[src/rtl/fetch_queue_unit_pkg.sv]
// rtl/fetch_queue_unit_pkg.sv - shared constants and fetch state encodings
package fetch_queue_unit_pkg;

  localparam logic TRUE  = 1'b1;
  localparam logic FALSE = 1'b0;

  localparam int DATA_WIDTH = 32;
  localparam logic [DATA_WIDTH-1:0] ZERO_DATA = '0;

  // IDLE: nothing outstanding, WAIT: request outstanding, DROP: outstanding request is stale
  typedef enum logic [1:0] {
    FETCH_IDLE = 2'd0,
    FETCH_WAIT = 2'd1,
    FETCH_DROP = 2'd2
  } fetch_state_e;

endpackage

[src/rtl/fetch_inst_queue.sv]
// rtl/fetch_inst_queue.sv - circular instruction queue holding {instr, pc} pairs
module fetch_inst_queue
  import fetch_queue_unit_pkg::*;
#(
  parameter int DATA_W = DATA_WIDTH,
  parameter int DEPTH  = 4
) (
  input  logic                     clk,
  input  logic                     rst,
  input  logic                     en,
  input  logic                     push,
  input  logic [DATA_W-1:0]        push_instr,
  input  logic [DATA_W-1:0]        push_pc,
  input  logic                     pop,
  input  logic                     flush,
  output logic [DATA_W-1:0]        head_instr,
  output logic [DATA_W-1:0]        head_pc,
  output logic [$clog2(DEPTH):0]   count
);

  localparam int PTR_W = $clog2(DEPTH);
  localparam int CNT_W = PTR_W + 1;

  logic [DATA_W-1:0] instr_mem [DEPTH];
  logic [DATA_W-1:0] pc_mem    [DEPTH];
  logic [PTR_W-1:0]  head;
  logic [PTR_W-1:0]  tail;
  logic [CNT_W-1:0]  cnt;

  // Pointers and occupancy; flush wins over push/pop, pointers wrap naturally (power-of-two depth)
  always_ff @(posedge clk or negedge rst) begin
    if (!rst) begin
      head <= '0;
      tail <= '0;
      cnt  <= '0;
    end else if (en) begin
      if (flush) begin
        head <= '0;
        tail <= '0;
        cnt  <= '0;
      end else begin
        if (push) tail <= tail + PTR_W'(1);
        if (pop)  head <= head + PTR_W'(1);
        cnt <= cnt + CNT_W'(push) - CNT_W'(pop);
      end
    end
  end

  // Entry storage, written at tail on push; cleared only by reset
  always_ff @(posedge clk or negedge rst) begin
    if (!rst) begin
      for (int i = 0; i < DEPTH; i++) begin
        instr_mem[i] <= ZERO_DATA[DATA_W-1:0];
        pc_mem[i]    <= ZERO_DATA[DATA_W-1:0];
      end
    end else if (en && push && !flush) begin
      instr_mem[tail] <= push_instr;
      pc_mem[tail]    <= push_pc;
    end
  end

  assign head_instr = instr_mem[head];
  assign head_pc    = pc_mem[head];
  assign count      = cnt;

endmodule

[src/rtl/fetch_queue_unit.sv]
// rtl/fetch_queue_unit.sv - prefetching instruction fetcher with redirect and response squash
module fetch_queue_unit
  import fetch_queue_unit_pkg::*;
#(
  parameter int                DATA_W   = DATA_WIDTH,
  parameter int                IQ_DEPTH = 4,
  parameter logic [DATA_W-1:0] RESET_PC = '0,
  parameter int                PC_STEP  = 4
) (
  input  logic                       clk,
  input  logic                       rst,
  input  logic                       rdy,
  output logic                       out_mem_ce,
  output logic [DATA_W-1:0]          out_mem_pc,
  input  logic                       in_mem_ce,
  input  logic [DATA_W-1:0]          in_mem_instr,
  input  logic                       in_rs_idle,
  input  logic                       in_lsb_idle,
  input  logic                       in_rob_idle,
  input  logic                       in_redirect_ce,
  input  logic [DATA_W-1:0]          in_redirect_pc,
  output logic                       out_valid,
  output logic [DATA_W-1:0]          out_instr,
  output logic [DATA_W-1:0]          out_pc,
  output logic                       out_store_ce,
  output logic [$clog2(IQ_DEPTH):0]  out_iq_count
);

  localparam int CNT_W = $clog2(IQ_DEPTH) + 1;

  fetch_state_e      state, state_nxt;
  logic [DATA_W-1:0] pc, pc_nxt;
  logic              mem_ce_q, mem_ce_nxt;
  logic [DATA_W-1:0] mem_pc_q, mem_pc_nxt;

  logic [CNT_W-1:0]  iq_count;
  logic [CNT_W:0]    next_count;
  logic              enq;
  logic              deq;
  logic              can_issue;

  assign enq          = (state == FETCH_WAIT) && in_mem_ce;
  assign out_valid    = (iq_count != '0);
  assign out_store_ce = out_valid && in_rs_idle && in_lsb_idle && in_rob_idle
                        && !in_redirect_ce && rdy;
  assign deq          = out_store_ce;

  // Occupancy after this cycle; the outstanding request's slot is reserved by issuing only below depth
  assign next_count = {1'b0, iq_count} + (CNT_W+1)'(enq) - (CNT_W+1)'(deq);
  assign can_issue  = next_count < (CNT_W+1)'(IQ_DEPTH);

  fetch_inst_queue #(
    .DATA_W (DATA_W),
    .DEPTH  (IQ_DEPTH)
  ) u_iq (
    .clk        (clk),
    .rst        (rst),
    .en         (rdy),
    .push       (enq && !in_redirect_ce),
    .push_instr (in_mem_instr),
    .push_pc    (mem_pc_q),
    .pop        (deq),
    .flush      (in_redirect_ce),
    .head_instr (out_instr),
    .head_pc    (out_pc),
    .count      (iq_count)
  );

  // Next-state and issue decision; redirect overrides everything and never issues
  always_comb begin
    state_nxt  = state;
    pc_nxt     = pc;
    mem_ce_nxt = FALSE;
    mem_pc_nxt = mem_pc_q;
    if (in_redirect_ce) begin
      pc_nxt = in_redirect_pc;
      case (state)
        FETCH_WAIT: state_nxt = in_mem_ce ? FETCH_IDLE : FETCH_DROP;
        FETCH_DROP: state_nxt = in_mem_ce ? FETCH_IDLE : FETCH_DROP;
        default:    state_nxt = FETCH_IDLE;
      endcase
    end else begin
      case (state)
        FETCH_IDLE: begin
          if (can_issue) begin
            mem_ce_nxt = TRUE;
            mem_pc_nxt = pc;
            pc_nxt     = pc + DATA_W'(PC_STEP);
            state_nxt  = FETCH_WAIT;
          end
        end
        FETCH_WAIT: begin
          if (in_mem_ce) begin
            if (can_issue) begin
              mem_ce_nxt = TRUE;
              mem_pc_nxt = pc;
              pc_nxt     = pc + DATA_W'(PC_STEP);
              state_nxt  = FETCH_WAIT;
            end else begin
              state_nxt = FETCH_IDLE;
            end
          end
        end
        FETCH_DROP: begin
          if (in_mem_ce) state_nxt = FETCH_IDLE;
        end
        default: state_nxt = FETCH_IDLE;
      endcase
    end
  end

  // State, pc and request registers; everything holds while rdy is low
  always_ff @(posedge clk or negedge rst) begin
    if (!rst) begin
      state    <= FETCH_IDLE;
      pc       <= RESET_PC;
      mem_ce_q <= FALSE;
      mem_pc_q <= ZERO_DATA[DATA_W-1:0];
    end else if (rdy) begin
      state    <= state_nxt;
      pc       <= pc_nxt;
      mem_ce_q <= mem_ce_nxt;
      mem_pc_q <= mem_pc_nxt;
    end
  end

  assign out_mem_ce   = mem_ce_q;
  assign out_mem_pc   = mem_pc_q;
  assign out_iq_count = iq_count;

endmodule

[config.mk]
export PLATFORM = sky130hd
export DESIGN_NAME = fetch_queue_unit
export DESIGN_NICKNAME = d
export VERILOG_FILES = /design/src/rtl/fetch_queue_unit_pkg.sv /design/src/rtl/fetch_inst_queue.sv /design/src/rtl/fetch_queue_unit.sv
export SDC_FILE = /design/constraint.sdc
export NUM_CORES = 1
export LEC_CHECK = 0
export ABC_CLOCK_PERIOD_IN_PS = 5450
export BUFFER_PORTS_ARGS = -buffer_cell sky130_fd_sc_hd__buf_2
export CORE_AREA = 2 2 176 178
export CTS_CLUSTER_DIAMETER = 80
export DETAILED_ROUTE_END_ITERATION = 6
export DIE_AREA = 0 0 178 180
export PLACE_DENSITY = 0.74
export REMOVE_ABC_BUFFERS = 1
export SKIP_LAST_GASP = 1
export SYNTH_ARGS = -nofsm -noshare
export SYNTH_HDL_FRONTEND = slang
export SYNTH_SLANG_ARGS = --single-unit
[constraint.sdc]
create_clock -name clk -period 5.45 [get_ports clk]
set_input_delay 0.545 -clock clk [delete_from_list [all_inputs] [get_ports clk]]
set_output_delay 0.545 -clock clk [all_outputs]
set_load 0.05 [all_outputs]
==> flow_summary_export.csv, run 1 <==
group,metric,value,unit
logic_synthesis,synth.distinct_cells,50,
grt,grt.overflow.total,0,
detailed_routing,first_pass_iters,5,
setup_path,r2r_start,"u_iq.count[2]",
clock_tree,cts_hold_buf,0,
setup_path,path_cells,"buf_2, clkinv_1, buf_4, nand2_1, nor3b_1, ha_1, inv_1, ha_1, a31oi_4, mux2i_1, nor2_4, buf_4, mux2_2",
clock_tree,cts_buffer_depth,3,
floorplan,pin_count,174,
setup_path,startpoint,"in_redirect_ce",
detailed_routing,drtIter0Drc,657,
detailed_routing,wl,33640,µm
clock_tree,root_buffer,"clkbuf_16",
layout,ff_latch_area,8265,µm²
run,max_cap_viol_count,0,
floorplan,dieArea,32040,µm²
logic_synthesis,yosysMostFrequentCell,"dfrtp_1",
setup_path,max_stage_delay,0.57,ns
setup_path,crit_family,"buffers and inverters",
sta,slew_headroom,23.33,%
clock_tree,numCtsBuffers,38,
logic_synthesis,netlist_area,14940,µm²
setup_path,slowest_stage,"nor3b_1",
layout,final_cells,1610,
grt,antenna_found_initial,2,
floorplan,core,30190,µm²
detailed_routing,drc,0,
min_path,hold_class,"in2async",
setup_path,endpoint_kind,"flop",
grt,grt_pass1_vias,9779,
sta,setup_violations,0,
layout,area_delta_synth_final,16.89,%
floorplan,placementRows,64,
detailed_routing,vias_per_cell,5.870,
layout,layout-drive-gt1-share,50.25,%
sta,finalCritPeriodShare,63.62,%
layout,utilization,57.83,%
power,power.total,0.009286,W
grt,grt_start_max_net_pins,130,
layout,nets,1274,
setup_path,path_class,"in2reg",
power,p_leak,8.250,nW
clock_tree,cts_sinks,330,
logic_synthesis,ys_dominant_reg_cell,"dfrtp_1",
logic_synthesis,synth_seq_cells,330,
layout,multi_input_area,6369,µm²
setup_path,cp_max_fo,26,
placement,dpl_cell_area,16180,µm²
clock_tree,tritoncts,"done",
setup_path,start_kind,"input port",
setup_path,rr_worst_depth,11,
logic_synthesis,synthTopCellsByCount,"dfrtp_1 (330), mux2_2 (289), mux4_2 (64), buf_2 (38), nand2_1 (38)",
clock_tree,clk_pin_slew_worst_paths,0.06,ns
logic_synthesis,postSynthCellCount,1027,
outcome,status,"completed",
placement,finalWeightedCongestion,0.9018,
setup_path,r2r_slack,2.11,ns
logic_synthesis,yosysWarnings,0,
sta,tightest_slew,1.150,ns
setup_path,crit_required,5.84,ns
logic_synthesis,synth_top_area_share,55.29,%
sta,rsz0062_at_grt,"false",
detailed_routing,wire_per_inst,20.90,µm
power,p_per_area,531.9,nW/µm²
layout,fillerInstances,2410,
grt,track_usage,21.47,%
clock_tree,h-tree-depth,2,
floorplan,start_util,49.47,%
setup_path,cp.buffers_inverters,5,
placement,dpl.hpwl,20350,µm
sta,fmax,288.4,MHz
layout,finalInstanceArea,17460,µm²
floorplan,die_height,180,µm
power,max-vdd-ir-drop,0.0002929,V
clock_tree,postCtsSetupRepairBufs,0,
sta,fin_crit,3.468,ns
logic_synthesis,ys_seq_area_share,55.29,%
setup_path,worstSetupPathDepth,13,
grt,grt_pass1_wl,54100,µm
sta,slew_viol_final,0,
clock_tree,post_cts_resized,0,
detailed_routing,vias,9451,
placement,io_buffer_count,173,
sta,fin_skew,0.01155,ns
sta,finalHoldViolations,0,
detailed_routing,antenna_left,0,
floorplan,fp.dieW,178,µm
logic_synthesis,synthArstFlopShare,100.0,%
placement,placed_cells,1544,
sta,whs,0.01006,ns
clock_tree,clk_latency,0.52,ns
setup_path,arrival,3.86,ns
logic_synthesis,synth-edff-count,0,
logic_synthesis,syn_avg_cell_area,14.54,µm²
logic_synthesis,synthTopCellsByArea,"dfrtp_1 (55%), mux2_2 (22%), mux4_2 (9.7%), buf_2 (1.3%), o22ai_1 (1.1%)",
logic_synthesis,yosysTopAreaCell,"dfrtp_1",
cell usage in the layout, fill, tap and decap left out, types with 7 or more instances in the layout:
cell type	n
buf_4	7
nor2b_1	8
ha_1	13
mux2i_1	7
mux2_2	289
inv_1	15
nand3_1	18
mux4_2	64
o22ai_1	27
o21ai_0	17
clkbuf_16	39
nand2_1	34
buf_2	172
dfrtp_1	328
nand4_1	14
nor2_1	30
nor3_1	16
a21oi_1	18
clkbuf_8	11
power breakdown:
group	switching, W	total, W	internal [W]
clock network	0.000984	0.00258	0.00159
registers	0.000506	0.00359	0.00308
logic	0.00202	0.00312	0.00110
total	0.00351	0.00929	0.00578
per-layer routing:
| metal | vias up | global-route usage (%) | wire length [µm] |
|---|---|---|---|
| met4 | 0 | 5.967 | 733 |
| met1 | 4917 | 30.31 | 14590 |
| met2 | 310 | 34.64 | 16150 |
| met5 | - | 0 | 0 |
| li1 | 4167 | - | - |
| met3 | 57 | 3.363 | 2166 |
sequential cells by signal (all words and copies together), names as in the netlist:
register	cells
u_iq.tail	2
u_iq.pc_mem	128
state	2
out_mem_pc	32
u_iq.count	3
out_mem_ce	1
u_iq.head	2
u_iq.instr_mem	128
pc	32
final cells by class:
class	instances	area share, %
Antenna cell	2	0.02867
Clock buffer	54	6.543
Clock inverter	10	0.7597
Inverter	16	0.3440
Multi-Input combinational cell	619	36.48
Sequential cell	330	47.34
Tap cell	396	2.838
Timing Repair Buffer	183	5.662
final timing paths:
check                                 endpoint
setup / recovery                out_mem_pc[27]
hold / removal             u_iq.instr_mem[126]
min in group clk                         pc[0]
setup reg to reg                out_mem_pc[27]
max in group asynchronous         u_iq.head[1]
hold reg to reg                          pc[1]
through the flow:
stage               setup TNS [ns]  setup slack [ns]
floorplan                   -2.544          -0.07949
global placement                 0             1.641
finish                           0             1.982
global route                     0             1.700
CTS                              0             2.012
detailed placement               0             1.489
cells by family (layout without fill, tap and decap cells):
group / after synthesis / after routing / synth area share [%]
XOR/XNOR: 3 / 3 / 0.1760
multiplexers: 360 / 360 / 31.91
other: 0 / 2 / 0
flip-flops: 330 / 330 / 55.29
buffers and inverters: 78 / 263 / 2.304
AND/OR/NAND/NOR: 151 / 151 / 5.110
adder cells (fa/ha/maj): 14 / 14 / 1.223
AO/OA/AOI/OAI: 91 / 91 / 3.988
No activity file was read; power rests on OpenSTA's default activity.
==> run 2: changes to the inputs <==
--- a/config.mk
+++ b/config.mk
@@ -5,7 +5,7 @@
 export SDC_FILE = /design/constraint.sdc
 export NUM_CORES = 1
 export LEC_CHECK = 0
-export ABC_CLOCK_PERIOD_IN_PS = 5450
+export ABC_CLOCK_PERIOD_IN_PS = 3540
 export BUFFER_PORTS_ARGS = -buffer_cell sky130_fd_sc_hd__buf_2
 export CORE_AREA = 2 2 176 178
 export CTS_CLUSTER_DIAMETER = 80
==> constraint.sdc (replaced) <==
create_clock -name clk -period 3.54 [get_ports clk]
set_input_delay 0.354 -clock clk [delete_from_list [all_inputs] [get_ports clk]]
set_output_delay 0.354 -clock clk [all_outputs]
set_load 0.05 [all_outputs]
==> run 2 against run 1 <==
Effect of this change: routed wire length down 0.19%; cell count up 1.1%; first-iteration DRC count down 5.8%; sequential power up 54%; register-to-register slack worse by 1.4 ns; non-clock buffer count up 14; highest routed layer unchanged; count of clock-buffer cells in the layout down 6; worst hold slack better by 0.035 ns; power up 57%; critical endpoint is now pc[28].
==> flow_summary_export.csv, run 2 (synthesized netlist as in run 1, its figures left out) <==
group,metric,value,unit
outcome,status,"completed",
min_path,whs_path_depth,3,
sta,fmax,352.7,MHz
clock_tree,cts_hold_buf,1,
sta,finalCritPeriodShare,80.10,%
floorplan,fp.dieW,178,µm
floorplan,start_util,49.47,%
placement,io_buffer_count,173,
detailed_routing,drtIter0Drc,619,
layout,layout_commonest_cell,"dfrtp_1",
setup_path,slowest_stage,"nor4_2",
clock_tree,h-tree-depth,2,
sta,slew_viol_final,0,
floorplan,die_height,180,µm
clock_tree,clk_latency,0.51,ns
setup_path,r2r_start,"u_iq.count[1]",
clock_tree,root_buffer,"clkbuf_16",
detailed_routing,vias,9475,
layout,layout-drive-gt1-share,50.89,%
floorplan,core,30190,µm²
floorplan,placementRows,64,
clock_tree,cts_sinks,330,
min_path,min_from,"in_redirect_pc[0]",
power,max-vdd-ir-drop,0.0004549,V
setup_path,endpoint_kind,"flop",
placement,dpl.hpwl,21460,µm
grt,grt.overflow.total,0,
layout,final_cell_mix,"dfrtp_1 (328), mux2_2 (289), buf_2 (172)",
sta,fin_skew,0.01807,ns
sta,layout_setup_ws,0.7046,ns
setup_path,worstSetupPathDepth,13,
grt,antenna_found_initial,1,
grt,grt_pass1_vias,9768,
clock_tree,clk_pin_slew_worst_paths,0.06,ns
sta,setup_violations,0,
grt,track_usage,21.33,%
setup_path,rr_endpoint,"pc[28]",
sta,fin_crit,2.835,ns
power,power.total,0.01460,W
detailed_routing,drc,0,
sta,whs,0.04470,ns
grt,grt_pass1_wl,54050,µm
placement,placed_cells,1557,
sta,rsz0062_at_grt,"false",
placement,detailedPlace.worstSlack,0.7023,ns
setup_path,crit_family,"simple AND/OR/NAND/NOR gates",
setup_path,start_kind,"flop",
detailed_routing,antenna_left,0,
setup_path,path_class,"reg2reg",
layout,largestRegisters,"u_iq.instr_mem (128), u_iq.pc_mem (128)",
run,max_cap_viol_count,0,
sta,tightest_slew,0.8204,ns
sta,slew_headroom,45.30,%
setup_path,path_cells,"inv_1, nand3_1, nor3b_1, buf_4, ha_1, inv_1, ha_1, a31oi_4, mux2i_1, buf_4, nor4_2, mux2i_1, a21oi_1",
layout,final_cells,1627,
grt,grt_start_max_net_pins,104,
detailed_routing,wl,33580,µm
detailed_routing,vias_per_cell,5.824,
power,p_per_area,823.7,nW/µm²
clock_tree,postCtsSetupRepairBufs,0,
detailed_routing,first_pass_iters,4,
detailed_routing,wire_per_inst,20.64,µm
min_path,hold_class,"in2reg",
floorplan,dieArea,32040,µm²
clock_tree,tritoncts,"done",
setup_path,r2r_slack,0.70,ns
floorplan,pin_count,174,
setup_path,arrival,3.22,ns
sta,finalHoldViolations,0,
layout,area_delta_synth_final,18.65,%
layout,nets,1288,
placement,finalWeightedCongestion,0.8990,
clock_tree,post_cts_resized,0,
layout,fillerInstances,2371,
setup_path,rr_worst_depth,13,
setup_path,cp_max_fo,20,
min_path,hold_end,"pc[0]",
clock_tree,cts_buffer_depth,3,
setup_path,crit_required,3.93,ns
setup_path,max_stage_delay,0.41,ns
clock_tree,numCtsBuffers,38,
setup_path,cp.buffers_inverters,4,
power,p_leak,8.390,nW
run 2: cell count changes in the layout (fill, tap and decap cells not counted), sizes merged:
cell         previous run  this run
buf                   183       196
clkbuf                 54        48
bufinv                  3         8
clkinv                  7        11
clkinvlp                0         1
diode                   2         1
dlygate4sd3             0         1
run 2: how the worst max path moves through the flow:
| stage | startpoint | end | slack (ns) |
|---|---|---|---|
| floorplan | u_iq.count[1] | out_mem_pc[0] | -1.99 |
| global placement | in_redirect_ce | out_mem_pc[24] | 0.75 |
| detailed placement | in_redirect_ce | pc[28] | 0.70 |
| CTS | u_iq.head[0] | out_pc[8] | 0.62 |
| global route | u_iq.count[1] | pc[19] | 0.50 |
| finish | u_iq.count[1] | pc[28] | 0.70 |
run 2: area by class of cell:
| class | count | area (µm²) | share of cell area [%] |
|---|---|---|---|
| clock inverter | 20 | 310.3 | 1.751 |
| tap | 396 | 495.5 | 2.796 |
| timing repair buffer | 197 | 1159 | 6.538 |
| inverter | 16 | 60.06 | 0.3389 |
| clock buffer | 48 | 1060 | 5.980 |
| multi-input combinational | 619 | 6369 | 35.94 |
| antenna | 1 | 2.502 | 0.01412 |
| sequential | 330 | 8265 | 46.64 |
run 2: report_power, final:
group | internal [W] | total [W] | switching (W)
combinational | 0.00171 | 0.00483 | 0.00312
sequential | 0.00474 | 0.00552 | 0.000780
clock | 0.00270 | 0.00425 | 0.00154
total | 0.00916 | 0.0146 | 0.00544
run 2: metal layers:
metal	track usage, %	vias to the layer above	wire length, µm
li1	-	4212	-
met3	4.272	48	1980
met2	33.32	282	15870
met5	0	-	0
met1	30.97	4933	15160
met4	4.918	0	572
run 2: worst min-delay path, cell delays in order:
cell	delay [ns]
buf_2	0.09
nand2_1	0.04
nand2_1	0.05
run 2: through the flow:
step,setup TNS [ns],utilization [%],area [µm²]
2_1_floorplan,-123.99,-,14650
3_3_place_gp,0,54.12,16340
3_5_place_dp,0,54.12,16340
4_1_cts,0,58.69,17720
5_1_grt,0,58.69,17720
6_report,0,58.70,17720
